**src/rtl/tpu_c_reader.sv**
```systemverilog
// Drains C buffer rows 0..rows-1 and serializes each 128-bit row into 32-bit words on a valid/ready stream.
// Latency: first word valid two cycles after start is accepted; 6 cycles/row at full ready, plus 1 cycle FIN.
// Backpressure: out_valid/out_data/out_last hold while !out_ready; optional TPU_C_READER_PACK8_EN packs 4 saturated int8 lanes per row.
module tpu_c_reader #(
    parameter int ADDR_BITS  = 16,
    parameter int DATAC_BITS = 128,
    parameter int DATA_BITS  = 32
) (
    input  logic                  clk,
    input  logic                  rst_n,
    input  logic                  start,
    input  logic [7:0]            rows,
    output logic                  busy,
    output logic                  done,
    output logic [ADDR_BITS-1:0]  C_rd_index,
    input  logic [DATAC_BITS-1:0] C_data_out,
    output logic                  out_valid,
    input  logic                  out_ready,
    output logic [DATA_BITS-1:0]  out_data,
    output logic                  out_last
);

    typedef enum logic [2:0] {
        S_IDLE,
        S_REQ,
        S_WAIT,
        S_SEND,
        S_FIN
    } state_t;

    state_t                 r_state;
    state_t                 w_state_nxt;
    logic [7:0]             r_rows;
    logic [7:0]             r_row_cnt;
    logic                   r_busy;
    logic                   r_done;
    logic                   r_out_valid;
    logic                   r_out_last;
    logic [DATA_BITS-1:0]   r_out_data;
    logic [ADDR_BITS-1:0]   r_rd_index;
    logic                   w_hs;
    logic                   w_final_row;
    logic                   w_last_word;

    assign w_hs        = r_out_valid && out_ready;
    assign w_final_row = (r_row_cnt == (r_rows - 8'd1));

`ifdef TPU_C_READER_PACK8_EN
    // Clamp a signed 32-bit lane into the int8 range.
    function automatic logic [7:0] sat8(input logic [31:0] v);
        if ($signed(v) > 32'sd127)
            return 8'h7F;
        else if ($signed(v) < -32'sd128)
            return 8'h80;
        else
            return v[7:0];
    endfunction

    // Lane 0 (most significant) lands in the top byte of the output word.
    function automatic logic [DATA_BITS-1:0] pack_row(input logic [DATAC_BITS-1:0] row);
        return {sat8(row[DATAC_BITS-1  -: 32]), sat8(row[DATAC_BITS-33 -: 32]),
                sat8(row[DATAC_BITS-65 -: 32]), sat8(row[DATAC_BITS-97 -: 32])};
    endfunction

    // Every row is a single word, so each handshake closes the row.
    assign w_last_word = 1'b1;
`else
    logic [DATAC_BITS-1:0]  r_row;
    logic [1:0]             r_word_cnt;
    logic [1:0]             w_word_inc;

    assign w_word_inc  = r_word_cnt + 2'd1;
    assign w_last_word = (r_word_cnt == 2'd3);

    // Word 0 is the most significant 32 bits of the row.
    function automatic logic [DATA_BITS-1:0] lane(input logic [DATAC_BITS-1:0] row, input logic [1:0] idx);
        return row[DATAC_BITS-1 - DATA_BITS*int'(idx) -: DATA_BITS];
    endfunction
`endif

    // State register.
    always_ff @(posedge clk or negedge rst_n) begin
        if (!rst_n)
            r_state <= S_IDLE;
        else
            r_state <= w_state_nxt;
    end

    // Next-state logic: one RAM read per row, then stream its words until the last handshake.
    always_comb begin
        w_state_nxt = r_state;
        case (r_state)
            S_IDLE: if (start) w_state_nxt = (rows == 8'd0) ? S_FIN : S_REQ;
            S_REQ:  w_state_nxt = S_WAIT;
            S_WAIT: w_state_nxt = S_SEND;
            S_SEND: if (w_hs && w_last_word) w_state_nxt = w_final_row ? S_FIN : S_REQ;
            S_FIN:  w_state_nxt = S_IDLE;
            default: w_state_nxt = S_IDLE;
        endcase
    end

    // Registered outputs and datapath; status flags are derived from the next state so they line up with it.
    always_ff @(posedge clk or negedge rst_n) begin
        if (!rst_n) begin
            r_busy      <= 1'b0;
            r_done      <= 1'b0;
            r_out_valid <= 1'b0;
            r_out_last  <= 1'b0;
            r_out_data  <= '0;
            r_rd_index  <= '0;
            r_rows      <= 8'd0;
            r_row_cnt   <= 8'd0;
`ifndef TPU_C_READER_PACK8_EN
            r_row       <= '0;
            r_word_cnt  <= 2'd0;
`endif
        end else begin
            r_busy      <= (w_state_nxt != S_IDLE);
            r_done      <= (w_state_nxt == S_FIN);
            r_out_valid <= (w_state_nxt == S_SEND);
            case (r_state)
                S_IDLE: begin
                    if (start) begin
                        r_rows <= rows;
                        if (rows != 8'd0) begin
                            r_rd_index <= '0;
                            r_row_cnt  <= 8'd0;
                        end
                    end
                end
                S_WAIT: begin
`ifdef TPU_C_READER_PACK8_EN
                    r_out_data <= pack_row(C_data_out);
                    r_out_last <= w_final_row;
`else
                    r_row      <= C_data_out;
                    r_word_cnt <= 2'd0;
                    r_out_data <= C_data_out[DATAC_BITS-1 -: DATA_BITS];
                    r_out_last <= 1'b0;
`endif
                end
                S_SEND: begin
                    if (w_hs) begin
`ifndef TPU_C_READER_PACK8_EN
                        r_word_cnt <= w_word_inc;
`endif
                        if (w_last_word) begin
                            r_out_last <= 1'b0;
                            if (!w_final_row) begin
                                r_row_cnt  <= r_row_cnt + 8'd1;
                                r_rd_index <= ADDR_BITS'(r_row_cnt + 8'd1);
                            end
                        end else begin
`ifndef TPU_C_READER_PACK8_EN
                            r_out_data <= lane(r_row, w_word_inc);
                            r_out_last <= w_final_row && (w_word_inc == 2'd3);
`endif
                        end
                    end
                end
                default: ;
            endcase
        end
    end

    assign busy       = r_busy;
    assign done       = r_done;
    assign out_valid  = r_out_valid;
    assign out_last   = r_out_last;
    assign out_data   = r_out_data;
    assign C_rd_index = r_rd_index;

endmodule

```
**config.mk**
```make
export PLATFORM = sky130hd
export DESIGN_NAME = tpu_c_reader
export DESIGN_NICKNAME = d
export VERILOG_FILES = /design/src/rtl/tpu_c_reader.sv
export SDC_FILE = /design/constraint.sdc
export NUM_CORES = 1
export LEC_CHECK = 0
export BUFFER_PORTS_ARGS = -buffer_cell sky130_fd_sc_hd__buf_2
export CAP_MARGIN = 0
export CORE_AREA = 2 2 174 176
export DETAILED_ROUTE_END_ITERATION = 8
export DIE_AREA = 0 0 176 178
export GPL_TIMING_DRIVEN = 0
export PLACE_DENSITY = 0.47
export SLEW_MARGIN = 20
export SYNTH_ARGS = -nofsm -noshare
export SYNTH_HDL_FRONTEND = slang
export SYNTH_SLANG_ARGS = --single-unit
```
**constraint.sdc**
```tcl
create_clock -name clk -period 4 [get_ports clk]
set_input_delay 0.6 -clock clk [delete_from_list [all_inputs] [get_ports clk]]
set_output_delay 0.6 -clock clk [all_outputs]
set_load 0.005 [all_outputs]
```
==> results_dict.tcl <==
set metrics [dict create \
    crit_path_end_kind "flop" \
    layout.core_utilization_pct 35.8 \
    coreArea_sq_um 29400 \
    cts_root_buf "sky130_fd_sc_hd__clkbuf_16" \
    wl_um 23400 \
    tns_ns 0 \
    first_global_vias 6005 \
    dr.pass1.iters 4 \
    hpwl_um 16800 \
    drc 0 \
    number_of_hold_violations_in_the_final_report 0 \
    initial_antenna_violation_count 3 \
    layout.cell_area.non_filler_sq_um 10500 \
    initial_core_util_pct 28.7 \
    nFillCells 2970 \
    design.portCount 192 \
    cts-htree-levels 4 \
    maximum_number_of_pins_on_one_net_before_global_route_repair 65 \
    timing_worst_setup_path_type "flop to flop" \
    port-buffer-count 184 \
    portion_of_the_post_synthesis_area_used_by_sequential_elements_pct 55.2 \
    finClkSkew_ns 0.0294 \
    ys_async_sr_fraction_pct 100 \
    combined_area_of_the_multi_input_logic_cells_sq_um 3560 \
    via_count 5780 \
    crit_path_start_kind "flop" \
    die_height_um 178 \
    final-setup-viol-count 0 \
    max_clock_freq_mhz 323 \
    detailedRoute.firstIterationViolations 249 \
    viasPerCell 4.59 \
    cp_cell_sequence "buf_2 > buf_2 > inv_1 > ha_1 > clkbuf_1 > clkbuf_1 > mux4_2 > nand2_1 > a31oi_1" \
    critical_path_arrival_ns 3.38 \
    wl_per_cell_um 18.6 \
    yosysTopAreaCellShare_pct 55.2 \
    placed_cell_area_sq_um 9930 \
    globalplace.congestion 0.703 \
    mappedNetlistArea_sq_um 8440 \
    cts_hold_repair.buffers 0 \
    synth_top_flop_cell "sky130_fd_sc_hd__dfrtp_1" \
    status "completed" \
    clk_transition_reported_paths_ns 0.08 \
    final-max-slew-violation-count 0 \
    grt-ovfl-total 0 \
    period_needed_ns 3.09 \
    post_cts.repair.setup_buffers 0 \
    grt_setup_unrepaired "false" \
    areaGrowthSynthToFinish_pct 24.6 \
    net_count_final 1000 \
    worst_skew_pair.late_latency_ns 0.44 \
    holdCritPathClass "primary input to asynchronous set/reset pin" \
    groute.usage.overall_pct 15.3 \
    timing.critical_path.slowest_cell_delay_ns 0.65 \
    max_cap_viol_count 0 \
    synthCells 645 \
    tritoncts_clock_tree "built" \
    power.ir.vdd_worst_mv 0.272 \
    die_w_um 176 \
    cts_repair_resize_count 0 \
    power_per_cell_area_nw_per_um2 869 \
    slew_headroom_pct 35.5 \
    clkSinkCount 186 \
    post-route-period-util_pct 77.4 \
    drive_gt1_share_pct 48.0 \
    cp_max_fo 10 \
    synthesis_stage_register_bit_count 186 \
    placement_rows 63 \
    synth_enable_flop_cells 0 \
    route.antenna.remaining_nets 0 \
    critical_path_required_ns 4.29 \
    synth.yosys.warnings 0 \
    leading_cell_type_in_the_layout_fill_and_taps_excluded "sky130_fd_sc_hd__buf_2" \
    die_area_sq_um 31300 \
    total_leakage_power_nw 4.63 \
    worst_pin_slew_ns 0.968 \
    register_area_sq_um 4650 \
    critPathSlowestCell "sky130_fd_sc_hd__clkbuf_1" \
    holdWs_ns 0.0954 \
    grt_pass1_wl_um 36000 \
    synth.top_cells.by_area "sky130_fd_sc_hd__dfrtp_1, sky130_fd_sc_hd__mux2_2, sky130_fd_sc_hd__mux4_2, sky130_fd_sc_hd__nand2_1, sky130_fd_sc_hd__a31oi_1" \
    layout.cells.most_common_list "sky130_fd_sc_hd__buf_2, sky130_fd_sc_hd__dfrtp_1, sky130_fd_sc_hd__mux2_2" \
    cts_made_buffers 17 \
    post-synth-top-area-cell "sky130_fd_sc_hd__dfrtp_1" \
    clk_path_buf_depth 2 \
    synth.lib_cells_used.distinct 42 \
    avgSynthCellArea_sq_um 13.1 \
]
-- power breakdown --
part	switching, mW	total [mW]	leakage (nW)	internal [mW]
clock	0.854	1.69	0.280	0.840
sequential	0.507	3.33	2.18	2.83
combinational	1.97	4.11	2.17	2.14
total	3.33	9.13	4.63	5.80
-- critical path: cells and delay by family, from the launching register on --
family	cells	cell delay (ns)
flops	1	0.35
simple gates	1	0.08
compound gates	1	0.08
buf+inv	5	1.75
fa+ha+maj	1	0.28
mux	1	0.42
-- through the flow --
stage,power [mW],worst slack (ns),std cells
after CTS,9.31,0.783,1259
after global placement,7.49,-1.12,1225
after detailed placement,7.57,0.785,1227
after global routing,9.83,0.624,1259
final,9.13,0.905,1260
after floorplan,6.24,1.69,651
-- cell usage after synthesis, types with 4 or more instances --
cell                       instances
sky130_fd_sc_hd__mux4_2           32
sky130_fd_sc_hd__dfrtp_1         186
sky130_fd_sc_hd__ha_1              4
sky130_fd_sc_hd__nand2_1          83
sky130_fd_sc_hd__nand2b_1          8
sky130_fd_sc_hd__nor3_1            6
sky130_fd_sc_hd__nand3_1           6
sky130_fd_sc_hd__buf_2            19
sky130_fd_sc_hd__a31oi_1          34
sky130_fd_sc_hd__clkbuf_1         20
sky130_fd_sc_hd__mux2_2          134
sky130_fd_sc_hd__nor2_1           35
sky130_fd_sc_hd__o21ai_0           8
sky130_fd_sc_hd__buf_4             9
sky130_fd_sc_hd__a21oi_1          10
sky130_fd_sc_hd__mux2i_1           6
sky130_fd_sc_hd__xnor2_1           8
-- layout make-up --
class | count | share of cell area (%)
Sequential cell | 186 | 44.3
Multi-Input combinational cell | 414 | 33.8
Timing Repair Buffer | 186 | 9.38
Tap cell | 390 | 4.64
Clock buffer | 18 | 4.08
Buffer | 48 | 2.26
Clock inverter | 14 | 1.39
Inverter | 3 | 0.107
Antenna cell | 1 | 0.0238
-- sequential cells by signal, summed over array words and instances, names as in the netlist --
| signal | cells |
|---|---|
| C_rd_index | 2 |
| busy | 1 |
| done | 1 |
| out_data | 32 |
| out_last | 1 |
| out_valid | 1 |
| r_row | 128 |
| r_row_cnt | 7 |
| r_rows | 8 |
| r_state | 3 |
| r_word_cnt | 2 |
-- worst paths after layout --
path / endpoint / cells after the start / slack [ns] / from
hold / removal: r_row[7] / 1 / 0.1 / rst_n
hold reg to reg: r_row[66] / 1 / 0.50 / r_row[66]
setup / recovery: out_data[19] / 9 / 0.91 / r_word_cnt[0]
setup reg to reg: out_data[19] / 9 / 0.91 / r_word_cnt[0]
max in group asynchronous: r_row_cnt[4] / 2 / 3.15 / rst_n
min in group clk: r_row[83] / 2 / 0.38 / C_data_out[83]
-- layer usage --
layer | global-route usage, % | vias to the layer above | wire (um)
li1 | - | 2736 | -
met1 | 20.4 | 2923 | 10600
met3 | 3.30 | 9 | 902
met5 | 0 | - | 30
met2 | 25.9 | 108 | 11800
met4 | 3.17 | 4 | 145
-- cell families (layout without fill, tap and decap cells) --
family,count (synthesis),after routing,synth area share [%]
other cells,1,8,0.0444
fa+ha+maj,4,4,0.593
buf+inv,51,269,2.95
mux,172,172,27.1
simple gates,160,160,8.57
flops,186,186,55.2
compound gates,62,62,4.60
xor+xnor,9,9,0.934
No activity file was read; power rests on OpenSTA's default activity.
